==> src/rtl/mem_arbiter_pkg.sv <==
// Shared types and constants for the I/D-cache to memory arbiter.
// Optional round-robin priority is enabled with MEM_ARBITER_RR_EN.
package mem_arbiter_pkg;

    localparam int unsigned DEFAULT_ADDR_W = 28;
    localparam int unsigned DEFAULT_DATA_W = 128;

    typedef enum logic [1:0] {
        IDLE  = 2'd0,
        GNT_I = 2'd1,
        GNT_D = 2'd2,
        DONE  = 2'd3
    } state_e;

    typedef logic owner_t;

    localparam owner_t OWN_I = 1'b0;
    localparam owner_t OWN_D = 1'b1;

endpackage

==> src/rtl/mem_arbiter_pick.sv <==
// Combinational winner selection between the I-cache and D-cache requests.
// Fixed D>I priority by default; MEM_ARBITER_RR_EN alternates on contention.
module mem_arbiter_pick
    import mem_arbiter_pkg::*;
(
    input  logic   i_req,
    input  logic   d_req,
    input  owner_t last_owner,
    output logic   valid,
    output owner_t owner
);

`ifndef MEM_ARBITER_RR_EN
    logic unused_last_owner;
    assign unused_last_owner = last_owner;
`endif

    always_comb begin
        valid = i_req | d_req;
        owner = d_req ? OWN_D : OWN_I;
`ifdef MEM_ARBITER_RR_EN
        // Only contention flips priority; a lone requester always wins.
        if (i_req && d_req) begin
            owner = (last_owner == OWN_I) ? OWN_D : OWN_I;
        end
`endif
    end

endmodule

==> src/rtl/mem_arbiter.sv <==
// Shares one block-wide memory port between the I-cache and D-cache, one transaction at a time.
// Build with MEM_ARBITER_RR_EN for round-robin priority instead of fixed D>I.
module mem_arbiter
    import mem_arbiter_pkg::*;
#(
    parameter int unsigned ADDR_W = DEFAULT_ADDR_W,
    parameter int unsigned DATA_W = DEFAULT_DATA_W
) (
    input  logic              clk,
    input  logic              rst_n,
    input  logic              I_mem_read,
    input  logic [ADDR_W-1:0] I_mem_addr,
    output logic [DATA_W-1:0] I_mem_rdata,
    output logic              I_mem_ready,
    input  logic              D_mem_read,
    input  logic              D_mem_write,
    input  logic [ADDR_W-1:0] D_mem_addr,
    input  logic [DATA_W-1:0] D_mem_wdata,
    output logic [DATA_W-1:0] D_mem_rdata,
    output logic              D_mem_ready,
    output logic              mem_read,
    output logic              mem_write,
    output logic [ADDR_W-1:0] mem_addr,
    output logic [DATA_W-1:0] mem_wdata,
    input  logic [DATA_W-1:0] mem_rdata,
    input  logic              mem_ready
);

    state_e              state_q, state_d;
    logic                mem_read_q, mem_read_d;
    logic                mem_write_q, mem_write_d;
    logic [ADDR_W-1:0]   mem_addr_q, mem_addr_d;
    logic [DATA_W-1:0]   mem_wdata_q, mem_wdata_d;
    logic [DATA_W-1:0]   i_rdata_q, i_rdata_d;
    logic [DATA_W-1:0]   d_rdata_q, d_rdata_d;
    logic                i_ready_q, i_ready_d;
    logic                d_ready_q, d_ready_d;

    logic                pick_valid;
    owner_t              pick_owner;
    owner_t              last_owner;

    mem_arbiter_pick u_pick (
        .i_req      (I_mem_read),
        .d_req      (D_mem_read | D_mem_write),
        .last_owner (last_owner),
        .valid      (pick_valid),
        .owner      (pick_owner)
    );

`ifdef MEM_ARBITER_RR_EN
    owner_t last_owner_q;

    always_ff @(posedge clk) begin
        if (!rst_n) begin
            last_owner_q <= OWN_I;
        end else if (state_q == IDLE && pick_valid) begin
            last_owner_q <= pick_owner;
        end
    end

    assign last_owner = last_owner_q;
`else
    assign last_owner = OWN_I;
`endif

    always_comb begin
        state_d     = state_q;
        mem_read_d  = mem_read_q;
        mem_write_d = mem_write_q;
        mem_addr_d  = mem_addr_q;
        mem_wdata_d = mem_wdata_q;
        i_rdata_d   = i_rdata_q;
        d_rdata_d   = d_rdata_q;
        i_ready_d   = 1'b0;
        d_ready_d   = 1'b0;
        unique case (state_q)
            IDLE: begin
                if (pick_valid) begin
                    if (pick_owner == OWN_D) begin
                        state_d     = GNT_D;
                        mem_addr_d  = D_mem_addr;
                        mem_wdata_d = D_mem_wdata;
                        mem_write_d = D_mem_write;
                        // Read+write together is served as a write only.
                        mem_read_d  = D_mem_read & ~D_mem_write;
                    end else begin
                        state_d     = GNT_I;
                        mem_addr_d  = I_mem_addr;
                        mem_wdata_d = '0;
                        mem_write_d = 1'b0;
                        mem_read_d  = 1'b1;
                    end
                end
            end
            GNT_I, GNT_D: begin
                if (mem_ready) begin
                    state_d     = DONE;
                    mem_read_d  = 1'b0;
                    mem_write_d = 1'b0;
                    if (state_q == GNT_D) begin
                        d_ready_d = 1'b1;
                        if (mem_read_q) begin
                            d_rdata_d = mem_rdata;
                        end
                    end else begin
                        i_ready_d = 1'b1;
                        if (mem_read_q) begin
                            i_rdata_d = mem_rdata;
                        end
                    end
                end
            end
            DONE: begin
                // Forced return to IDLE so a still-held stale request is not re-granted.
                state_d = IDLE;
            end
            default: begin
                state_d = IDLE;
            end
        endcase
    end

    always_ff @(posedge clk) begin
        if (!rst_n) begin
            state_q     <= IDLE;
            mem_read_q  <= 1'b0;
            mem_write_q <= 1'b0;
            mem_addr_q  <= '0;
            mem_wdata_q <= '0;
            i_rdata_q   <= '0;
            d_rdata_q   <= '0;
            i_ready_q   <= 1'b0;
            d_ready_q   <= 1'b0;
        end else begin
            state_q     <= state_d;
            mem_read_q  <= mem_read_d;
            mem_write_q <= mem_write_d;
            mem_addr_q  <= mem_addr_d;
            mem_wdata_q <= mem_wdata_d;
            i_rdata_q   <= i_rdata_d;
            d_rdata_q   <= d_rdata_d;
            i_ready_q   <= i_ready_d;
            d_ready_q   <= d_ready_d;
        end
    end

    assign mem_read    = mem_read_q;
    assign mem_write   = mem_write_q;
    assign mem_addr    = mem_addr_q;
    assign mem_wdata   = mem_wdata_q;
    assign I_mem_rdata = i_rdata_q;
    assign D_mem_rdata = d_rdata_q;
    assign I_mem_ready = i_ready_q;
    assign D_mem_ready = d_ready_q;

endmodule

==> config.mk <==
export PLATFORM = sky130hd
export DESIGN_NAME = mem_arbiter
export DESIGN_NICKNAME = d
export VERILOG_FILES = /design/src/rtl/mem_arbiter_pkg.sv /design/src/rtl/mem_arbiter_pick.sv /design/src/rtl/mem_arbiter.sv
export SDC_FILE = /design/constraint.sdc
export NUM_CORES = 1
export LEC_CHECK = 0
export ABC_CLOCK_PERIOD_IN_PS = 2600
export CAP_MARGIN = 20
export CORE_AREA = 4 4 287 289
export CTS_CLUSTER_DIAMETER = 150
export DETAILED_ROUTE_END_ITERATION = 10
export DIE_AREA = 0 0 291 293
export PLACE_DENSITY_LB_ADDON = 0.3
export SLEW_MARGIN = 5
export SYNTH_ARGS = -nofsm -noshare
export SYNTH_HDL_FRONTEND = slang
export SYNTH_SLANG_ARGS = --single-unit
==> constraint.sdc <==
create_clock -name clk -period 2.6 [get_ports clk]
set_input_delay 0.52 -clock clk [delete_from_list [all_inputs] [get_ports clk]]
set_output_delay 0.52 -clock clk [all_outputs]
set_load 0.01 [all_outputs]
==> run summary <==
Initial Util: 17.6%
FP Rows: 104
CP max stage cell: clkdlybuf4s50_1
Die Y: 293 um
Setup Buffers After CTS: 0
Min cycle time layout: 2180 ps
# nets final: 2596
Critical path fanouts, max: 6
Synth unique cells: 29
Vias per std cell: 4.11
Clk slew on worst S/H paths: 60 ps
Drt pass-1 iters: 5
FF-to-FF End: I_mem_rdata[61]
Placed Area: 22900 um2
Io pins: 734
Syn Nets: 1883
Setup tns final: 0 ps
Cells after Synth: 1561
Reg2Reg Setup Slack: 580 ps
Sw Ratio: 29.1%
Power per standard cell area: 806 nW/um2
Max Freq: 459 MHz
Largest net degree at the start of global routing: 78
Slew margin rel.: 71.1%
Switch Pwr: 5750 uW
Filler cells: 8366
CTS tree: done
Routability cong.: 0.874
Hold-fix buffers, CTS: 0
Vias in the first global route: 14100
Max cap viols: 0
Yosys warns: 0
CP top delay family: buffers and inverters
Final wirelength: 63400 um
Min-delay src: I_mem_rdata[86]
Setup CP Type: reg -> out
Int Power: 14000 uW
Status: finished, final reports clean
Inserted Clock Buffers: 49
Die width: 291 um
Leakage power: 0.00843 uW
Clock latency on the worst-skew pair: 580 ps
CP cell instances: clkdlybuf4s50_1
Crit path buf inv count: 1
Commonest non-fill, non-tap cells in the layout: clkdlybuf4s50_1, nand2_1, dfxtp_1, a21oi_1, a22o_1
Crit. End Element: output port
Global Route Usage Sum: 13.9%
DIE AREA: 85300 um2
Layout cell share with drive strength beyond 1: 5.93%
Arr. time, crit path: 1660 ps
Routed via count: 13800
RSZ-0062 raised after global routing: no
Syn_area_per_cell: 9.01 um2
Clock Power Share: 34.3%
Combinational power share: 26.1%
Port Buf Inserts: 733
Clk sink count: 418
Req. time, crit path: 2080 ps
Post-Syn Area: 14100 um2
Htree depth: 2
Max VDD drop: 426 uV
PostCTS Resize Cnt: 0
Commonest non-fill, non-tap cell in the layout: clkdlybuf4s50_1
Final Hold Vio Count: 0
Root buffer selected by CTS: clkbuf_16
Fin crit share: 83.8%
GRT overflow: 0
Slowest stage delay, CP: 630 ps
Wire per inst: 18.8 um
R2R cell count: 6
Startpoint types: flip-flop
Initial antenna violation count: 5
Setup violations, final: 0
Worst Hold Slack: 452 ps
Seq cells post-synth: 418
Worst Hold Endpoint: I_mem_rdata[86]
Antenna viol nets, final: 0
Synthesis-to-layout area growth: 73.9%
Post-route cell area: 24500 um2
First-pass GRT wire length: 91700 um
Hold crit path type: reg -> reg
Sequential Power Share: 39.6%
Worst Tran Pin Value: 434 ps
Worst r2r src: state_q[1]
Hpwl dp: 48100 um
Register area share after synthesis: 59.5%
Final Max Slew Viols: 0
Skew final: 13.7 ps
Core area: 79900 um2
Max clock buf depth: 3
Hold Crit Depth: 2
DRC Markers: 0
Initial drt markers: 626
==> power by group through the flow <==
stage / clock, uW / sequential [uW] / combinational, uW
global placement: 0 / 7900 / 5150
CTS: 7040 / 7800 / 5230
finish: 6770 / 7810 / 5140
detailed placement: 0 / 7900 / 5200
floorplan: 0 / 8230 / 1680
global route: 7270 / 7910 / 5530
==> stage by stage <==
stage	worst slack [ps]	utilization, %	cells	total power (uW)
4_1_cts	340	30.6	3371	20100
3_3_place_gp	185	28.6	3283	13000
5_1_grt	301	30.6	3372	20700
2_1_floorplan	1020	-	1561	9910
3_5_place_dp	137	28.6	3283	13100
6_report	421	30.6	3372	19700
==> Yosys cell counts <==
| master | number | share of area, % |
|---|---|---|
| dfxtp_1 | 418 | 59 |
| o32ai_1 | 1 | 0.062 |
| nand2_1 | 516 | 14 |
| nand2b_1 | 1 | 0.045 |
| and3_1 | 1 | 0.045 |
| a22o_1 | 128 | 8.0 |
| buf_6 | 1 | 0.080 |
| o31a_1 | 1 | 0.062 |
| o21ai_0 | 30 | 1.1 |
| o211ai_1 | 1 | 0.053 |
| buf_1 | 9 | 0.24 |
| inv_2 | 1 | 0.027 |
| inv_1 | 4 | 0.11 |
| o311a_1 | 1 | 0.071 |
| mux2_2 | 1 | 0.080 |
| a21oi_1 | 286 | 10 |
| nor2_1 | 6 | 0.16 |
| ha_1 | 4 | 0.36 |
| nor4b_1 | 1 | 0.062 |
| nand3_1 | 2 | 0.071 |
| mux2i_1 | 28 | 2.0 |
| buf_2 | 57 | 2.0 |
| nand4b_1 | 1 | 0.062 |
| buf_4 | 5 | 0.27 |
| nor2b_1 | 1 | 0.045 |
| clkbuf_1 | 53 | 1.4 |
| a2111o_1 | 1 | 0.080 |
| and4b_1 | 1 | 0.071 |
| o22ai_1 | 1 | 0.045 |
==> per-layer routing <==
metal | routed length, um | share of wire (%) | vias to the layer above | global-route usage [%]
met5 | 34 | 0.054 | - | 0
met2 | 31700 | 50 | 503 | 24.6
met4 | 1790 | 2.8 | 6 | 4.40
met1 | 24700 | 39 | 6541 | 15.8
li1 | - | - | 6696 | -
met3 | 5210 | 8.2 | 99 | 4.53
==> worst min-delay path, stage by stage, from the launching register on <==
cell and delay [ps]:
dfxtp_1 300, nand2_1 50, a21oi_1 50
==> worst max path at each step <==
stage,from,cells after the start,slack (ps),to
5_1_grt,mem_read,1,300,mem_read
6_report,mem_read,1,420,mem_read
3_5_place_dp,mem_ready,5,140,I_mem_rdata[94]
2_1_floorplan,state_q[1],7,1020,I_mem_rdata[107]
3_3_place_gp,mem_ready,5,180,I_mem_rdata[95]
4_1_cts,D_mem_rdata[54],1,340,D_mem_rdata[54]
==> area by class of cell <==
type	instances	area (um2)	share of cell area (%)
diodes	1	2.50	0.0102
multi-input cells	1013	5160	21.1
inverters	5	26.3	0.107
clock buffers	76	1460	5.96
repair buffers	787	8010	32.7
well taps	1060	1330	5.42
flip-flops and latches	418	8370	34.2
clock inverters	12	111	0.455
==> registers in the layout, summed over array words and instances (netlist names) <==
name,count
mem_wdata,128
mem_read,1
I_mem_rdata,128
I_mem_ready,1
mem_write,1
mem_addr,28
D_mem_ready,1
D_mem_rdata,128
state_q,2
==> cell families after synthesis <==
kind of cell | Yosys count | share of synthesized area [%]
AND/OR/NAND/NOR | 530 | 14.3
buffers and inverters | 130 | 4.16
adder cells (fa/ha/maj) | 4 | 0.356
flip-flops | 418 | 59.5
AO/OA/AOI/OAI | 450 | 19.6
multiplexers | 29 | 2.07
Note: power is estimated with default switching activity, not from simulation.
